File: src/rtl/moore_pattern_tx.sv
// moore_pattern_tx: sends PATTERN MSB first reps times, GAP idle zeros between words, then a done pulse.
// Define PATTERN_TX_PARITY_EN to append an even-parity bit to every word.
module moore_pattern_tx #(
    parameter int              PAT_W   = 5,
    parameter logic [PAT_W-1:0] PATTERN = 5'b11010,
    parameter int              GAP     = 2
) (
    input  logic       clk,
    input  logic       rst,
    input  logic       start,
    input  logic [3:0] reps,
    output logic       x_out,
    output logic       busy,
    output logic       done
);
    typedef enum logic [1:0] {S_IDLE, S_SEND, S_GAP, S_DONE} state_t;
`ifdef PATTERN_TX_PARITY_EN
    localparam int WORD_W = PAT_W + 1;
`else
    localparam int WORD_W = PAT_W;
`endif
    localparam logic [4:0] LAST     = 5'(WORD_W - 1);
    localparam logic [3:0] GAP_LAST = 4'(GAP - 1);
    state_t           state, state_nx;
    logic [4:0]       idx, idx_nx;
    logic [3:0]       rem_cnt, rem_nx, gap_cnt, gap_nx;
    logic [PAT_W-1:0] pat_sh;
    logic             bit_nx;
    always_comb begin
        state_nx = state;
        idx_nx   = idx;
        rem_nx   = rem_cnt;
        gap_nx   = gap_cnt;
        case (state)
            S_IDLE: if (start && reps != 4'd0) begin
                state_nx = S_SEND;
                rem_nx   = reps;
                idx_nx   = '0;
            end
            S_SEND: if (idx == LAST) begin
                idx_nx = '0;
                gap_nx = '0;
                if (rem_cnt > 4'd1) begin
                    rem_nx   = rem_cnt - 4'd1;
                    state_nx = (GAP == 0) ? S_SEND : S_GAP;
                end else
                    state_nx = S_DONE;
            end else
                idx_nx = idx + 5'd1;
            S_GAP: if (gap_cnt == GAP_LAST) state_nx = S_SEND; else gap_nx = gap_cnt + 4'd1;
            S_DONE: state_nx = S_IDLE;
            default: state_nx = S_IDLE;
        endcase
    end
    // Outputs are registered from the next state so they line up with the state they decode.
    assign pat_sh = PATTERN << idx_nx;
`ifdef PATTERN_TX_PARITY_EN
    assign bit_nx = (idx_nx == 5'(PAT_W)) ? ^PATTERN : pat_sh[PAT_W-1];
`else
    assign bit_nx = pat_sh[PAT_W-1];
`endif
    always_ff @(posedge clk or negedge rst) begin
        if (!rst) begin
            state   <= S_IDLE;
            idx     <= '0;
            rem_cnt <= '0;
            gap_cnt <= '0;
            x_out   <= 1'b0;
            busy    <= 1'b0;
            done    <= 1'b0;
        end else begin
            state   <= state_nx;
            idx     <= idx_nx;
            rem_cnt <= rem_nx;
            gap_cnt <= gap_nx;
            x_out   <= (state_nx == S_SEND) && bit_nx;
            busy    <= state_nx != S_IDLE;
            done    <= state_nx == S_DONE;
        end
    end
endmodule
File: config.mk
export PLATFORM = sky130hd
export DESIGN_NAME = moore_pattern_tx
export DESIGN_NICKNAME = d
export VERILOG_FILES = /design/src/rtl/moore_pattern_tx.sv
export SDC_FILE = /design/constraint.sdc
export NUM_CORES = 1
export LEC_CHECK = 0
export CAP_MARGIN = 20
export CORE_AREA = 5 5 53 55
export DETAILED_ROUTE_END_ITERATION = 7
export DIE_AREA = 0 0 58 60
export GPL_TIMING_DRIVEN = 0
export PLACE_DENSITY_LB_ADDON = 0.15
export SYNTH_ARGS = -nofsm -noshare
export SYNTH_HDL_FRONTEND = slang
export SYNTH_SLANG_ARGS = --single-unit
export TNS_END_PERCENT = 20
File: constraint.sdc
create_clock -name clk -period 1.65 [get_ports clk]
set_input_delay 0.33 -clock clk [delete_from_list [all_inputs] [get_ports clk]]
set_output_delay 0.33 -clock clk [all_outputs]
set_load 0.05 [all_outputs]
==> run_results.csv, run 1 <==
group,metric,value,unit
placement,place_hpwl,1544,um
sta,relSlewSlack,45.53,%
critical_path,cp_slowest_stage_delay,560,ps
critical_path,cp_cell_sequence,"clkdlybuf4s50_1 > or4_4 > nand3_4 > o221a_4 > inv_2 > nand3_2 > nor4_2",
floorplanning,die_area,0.003480,mm^2
critical_path,regToRegStartpoint,"idx[0]",
sta,period_minus_slack,1630,ps
finish,antenna_cells,0,
hold_path,hold_path_class,"primary input to register",
cts,postCtsHoldBufs,0,
finish,post-route-cell-area,0.001394,mm^2
cts,cts.sinks,18,
cts,clockBufferDepth,2,
floorplanning,die_h,60,um
logic_synthesis,synth_area,0.001095,mm^2
cts,cts_buffers,3,
logic_synthesis,syn_nets,118,
cts,cts_root_buf,"clkbuf_4",
sta,tightest_slew,814.4,ps
cts,clk_pin_slew,110,ps
cts,clkLatencyLatePin,300,ps
sta,fin_skew,4.009,ps
hold_path,min-delay-start,"reps[1]",
finish,area_delta_synth_final,27.31,%
floorplanning,rows,18,
power,p_int,607.2,uW
floorplanning,core,0.002342,mm^2
logic_synthesis,ys_warn_count,0,
logic_synthesis,synth-main-ff-cell,"dfrtp_1",
global_routing,grt_util_all_layers,13.48,%
finish,most-common-layout-cells,"dfrtp_1 (17), nand2_1 (13), buf_4 (10)",
power,p_sw,175.2,uW
route,viasPerCell,5.371,
critical_path,cp.required,1830,ps
power,pwr-share-comb,8.2,%
power,switching_share,22.39,%
sta,hold_slack,443.9,ps
route,drc,0,
cts,cts_tree,"yes",
critical_path,path_buf_inv,2,
logic_synthesis,ys_seq_area_share,41.14,%
route,wl,2328,um
cts,h-tree-depth,1,
placement,gp_congestion,0.7692,
global_routing,grt_pass1_vias,776,
power,p_seq_share,56.5,%
floorplanning,start_util,46.74,%
finish,layout.nets,143,
sta,rsz0062_at_grt,"true",
route,vias,854,
critical_path,cp-end-kind,"register",
flow_run,cap_violations,0,
route,wl_per_cell,14.64,um
logic_synthesis,synth-edff-count,0,
logic_synthesis,syn-instance-count,105,
power,vdd_drop_max,0.0004926,V
sta,setup_violations,0,
route,drtIter0Drc,35,
logic_synthesis,syn_area_per_cell,10.43,um^2
power,power_density,561.3,mW/mm^2
floorplanning,die_w,58,um
placement,io_buffer_count,9,
power,design_power_total,782.4,uW
route,ant_nets,0,
sta,hold_viol_final,0,
power,leakagePower,0.6391,nW
critical_path,worst-path-max-fanout,6,
critical_path,crit_family,"simple AND/OR/NAND/NOR gates",
placement,dpl_cell_area,0.001222,mm^2
critical_path,crit_start,"reps[2]",
finish,post_route_cells_drive_above_1_share,34.88,%
sta,finalCritPeriodShare,98.77,%
route,first_pass_iters,4,
global_routing,antenna_found_initial,0,
power,power_frac_clock,35.3,%
critical_path,critPathKind,"primary input to register",
finish,layout_commonest_cell,"dfrtp_1",
logic_synthesis,synth.distinct_cells,43,
global_routing,grt-ovfl-total,0,
global_routing,grt_first_pass_wirelength,3532,um
global_routing,grt_max_degree,19,
logic_synthesis,async_flop_share,100.0,%
critical_path,cp_slowest_cell,"or4_4",
floorplanning,ioPinCount,10,
critical_path,critPathArrivalTime,1810,ps
sta,max_freq,613.6,MHz
sta,maxSlewViolCount,0,
critical_path,critPathLaunchType,"primary input",
logic_synthesis,ys_seq_elements,18,
run_status,outcome,"finished clean",
==> tightest hold or removal path: cells and delay by family <==
kind            cells  cell delay (ps)
compound gates      2              150
simple gates        2              100
buf+inv             1              120
==> cell families (layout without fill, tap and decap cells) <==
kind of cell	count (synthesis)	after routing	share of synthesized area (%)
adders and majority gates	6	6	6.857
xor gates and xnor gates	2	2	1.600
and+or+nand+nor	43	43	24.92
AOI/OAI and AO/OA	25	26	20.92
DFF	18	18	41.14
buffers and inverters	11	34	4.571
==> cell usage after synthesis, drive strengths merged, types with 2 or more instances <==
master,number,area (um^2)
o21ai,10,61.31
nand2b,2,12.51
nor2,8,37.54
dfrtp,18,450.4
nor2b,2,20.02
inv,9,33.78
a22o,2,18.77
nand3,6,47.55
buf,2,16.26
nand2,14,52.55
nand4,2,12.51
a31oi,2,27.53
a21oi,2,13.76
xor2,2,17.52
nor3,2,10.01
ha,6,75.07
==> stage by stage <==
stage / util (%) / cells / setup slack (ps) / TNS (ps)
global placement: 52.19 / 144 / -344.0 / -2895
finish: 59.51 / 159 / 20.31 / 0
detailed placement: 52.19 / 144 / -346.6 / -2945
global route: 59.51 / 159 / -53.41 / -120.0
CTS: 54.33 / 148 / -13.30 / -13.30
floorplan: - / 105 / 70.97 / 0
==> power by group through the flow <==
stage                     Combinational (mW)  Sequential, mW  Clock (mW)
final                                 0.0644           0.442       0.276
after global routing                  0.0705           0.442       0.316
after CTS                             0.0629           0.442       0.298
after detailed placement              0.0621           0.451           0
after global placement                0.0606           0.451           0
after floorplan                       0.0310           0.451           0
==> routing by layer <==
metal / GRT usage (%) / part of all wire, % / vias up
met5: 0 / 0 / -
met4: 6.623 / 0.82 / 0
met3: 2.808 / 2.2 / 2
met2: 22.74 / 52 / 11
met1: 16.31 / 45 / 413
li1: - / - / 428
==> area by class of cell <==
type                       count  area (um^2)
fill                         212        948.4
multi-input combinational     77        654.4
timing repair buffer          19        163.9
tap                           30        37.54
clock buffer                   4        36.28
buffer                         2        16.27
inverter                       9        33.78
sequential                    18        451.7
==> worst paths after layout <==
kind | endpoint | slack (ps) | depth (start not counted)
setup reg to reg | rem_cnt[2] | 50 | 7
hold / removal | rem_cnt[1] | 440 | 5
max in group asynchronous | idx[0] | 600 | 1
setup / recovery | x_out | 20 | 7
hold reg to reg | idx[4] | 520 | 1
min in group asynchronous | idx[1] | 490 | 1
==> flip-flops by register name, indices dropped and copies added, names as in the netlist <==
signal   cells
gap_cnt      4
busy         1
done         1
state        2
x_out        1
idx          5
rem_cnt      4
==> what timing repair did <==
item                                    in CTS  in global routing
gates resized for setup                      8                 11
pin swaps                                    3                  8
endpoints found under the setup margin       6                  6
setup buffers                                0                 10
gates cloned                                 0                  1
Note: power is estimated with default switching activity, not from simulation.
==> run 2, diff against run 1 <==
- CTS_CLUSTER_DIAMETER: not set -> 80
- MAX_ROUTING_LAYER: not set -> met4
==> run 2 against run 1 <==
Setup slack gained 4.5 ps. Non-clock buffer count is the same. First-iteration DRC count shrank 2.9%. Sequential power is essentially flat. Cell count is the same.
==> run_results.csv, run 2 (same netlist as run 1, synthesis figures left out) <==
group,metric,value,unit
global_routing,grt-ovfl-total,0,
critical_path,critPathLaunchType,"primary input",
floorplanning,core,0.002342,mm^2
critical_path,crit_start,"reps[2]",
global_routing,antenna_found_initial,0,
critical_path,cp.required,1840,ps
cts,cts_buffers,3,
cts,clkLatencyLatePin,300,ps
sta,relSlewSlack,45.55,%
critical_path,cp-end-kind,"register",
hold_path,min_path_cells,5,
placement,io_buffer_count,9,
cts,cts_tree,"yes",
sta,tightest_slew,814.3,ps
hold_path,min_to,"rem_cnt[1]",
critical_path,path_buf_inv,2,
finish,antenna_cells,0,
route,wl_per_cell,14.66,um
critical_path,r2r-end,"rem_cnt[2]",
critical_path,worst-path-max-fanout,6,
floorplanning,die_w,58,um
critical_path,rrSetupSlack,50,ps
route,first_pass_iters,4,
power,design_power_total,784.8,uW
floorplanning,ioPinCount,10,
route,vias,857,
cts,postCtsHoldBufs,0,
critical_path,reg2reg_depth,7,
placement,dp_slack,-346.6,ps
global_routing,grt_util_all_layers,13.88,%
sta,maxSlewViolCount,0,
finish,regMostFlops,"idx",
placement,gp_congestion,0.7795,
sta,hold_viol_final,0,
finish,layout.nets,143,
finish,most-common-layout-cells,"dfrtp_1 (17), nand2_1 (13), buf_4 (10)",
floorplanning,rows,18,
sta,fin_ws,24.78,ps
critical_path,cp_slowest_stage_delay,560,ps
cts,cts.sinks,18,
cts,cts_root_buf,"clkbuf_4",
power,power_density,563.0,mW/mm^2
sta,fin_skew,3.699,ps
cts,h-tree-depth,1,
finish,area_delta_synth_final,27.31,%
cts,clockBufferDepth,2,
power,vdd_drop_max,0.0004921,V
run_status,outcome,"finished clean",
critical_path,critPathKind,"primary input to register",
power,leakagePower,0.6391,nW
route,drtIter0Drc,34,
flow_run,cap_violations,0,
critical_path,cp_cell_sequence,"clkdlybuf4s50_1 > or4_4 > nand3_4 > o221a_4 > inv_2 > nand3_2 > nor4_2",
route,ant_nets,0,
critical_path,crit_family,"simple AND/OR/NAND/NOR gates",
sta,finalCritPeriodShare,98.50,%
global_routing,grt_pass1_vias,777,
global_routing,grt_first_pass_wirelength,3525,um
route,wl,2331,um
finish,post_route_cells_drive_above_1_share,34.88,%
hold_path,hold_path_class,"primary input to register",
finish,layout_commonest_cell,"dfrtp_1",
finish,top_regs,"idx x5, gap_cnt x4, rem_cnt x4",
route,viasPerCell,5.390,
floorplanning,die_area,0.003480,mm^2
cts,clk_pin_slew,110,ps
global_routing,grt_max_degree,19,
placement,place_hpwl,1544,um
sta,period_minus_slack,1625,ps
critical_path,critPathArrivalTime,1810,ps
route,drc,0,
finish,largest_reg_flops,5,
sta,setup_violations,0,
sta,rsz0062_at_grt,"true",
hold_path,min-delay-start,"reps[1]",
floorplanning,die_h,60,um
critical_path,cp_slowest_cell,"or4_4",
floorplanning,start_util,46.74,%
critical_path,regToRegStartpoint,"idx[0]",
sta,max_freq,615.3,MHz
[run 2: cell counts in the layout (fill, tap and decap cells not counted)]
Identical to the previous run, type by type.
[run 2: per-layer routing]
layer	global-route usage (%)	share of wire, %	up-vias
met5	-	0	-
met4	6.623	2.2	0
met3	2.808	2.2	5
met2	22.74	51	12
met1	16.31	44	413
li1	-	-	427
[run 2: stage by stage]
step	hold slack [ps]	TNS (ps)	cells	util, %	area [um^2]
global route	464.4	-120.0	159	59.51	1394
detailed placement	511.7	-2945	144	52.19	1222
finish	438.9	0	159	59.51	1394
CTS	510.0	-13.30	148	54.33	1272
floorplan	34.41	0	105	-	1095
global placement	511.2	-2895	144	52.19	1222
[run 2: worst max-delay path by stage]
stage                      end  slack (ps)  cells after the start
CTS                 rem_cnt[3]         -10                      7
detailed placement       x_out        -350                      7
finish                   x_out          20                      7
global placement         x_out        -340                      7
floorplan           rem_cnt[3]          70                      7
global route        rem_cnt[2]         -50                      7
[run 2: area by class of cell]
cell class                      count  area (um^2)
Buffer                              2        16.27
Tap cell                           30        37.54
Inverter                            9        33.78
Clock buffer                        4        36.28
Sequential cell                    18        451.7
Multi-Input combinational cell     77        654.4
Fill cell                         212        948.4
Timing Repair Buffer               19        163.9
[run 2: worst min-delay path, cell delays in order]
cell	delay (ps)
dlymetal6s2s_1	120
nand2_1	50
o21ai_0	70
nand2_1	50
o21ai_1	70
[run 2: timing repair]
item / in CTS / in global routing
setup buffers: 0 / 10
cloned: 0 / 1
endpoints found under the setup margin: 6 / 6
pin swaps: 3 / 8
gates resized for setup: 8 / 11
hold endpoints to repair: 0 / 0
[run 2: power breakdown]
| group | leakage (nW) | total [mW] | internal [mW] | switching [mW] |
|---|---|---|---|---|
| Combinational | 0.372 | 0.0643 | 0.0305 | 0.0338 |
| Clock | 0.0210 | 0.278 | 0.135 | 0.144 |
| Sequential | 0.246 | 0.442 | 0.442 | 0 |
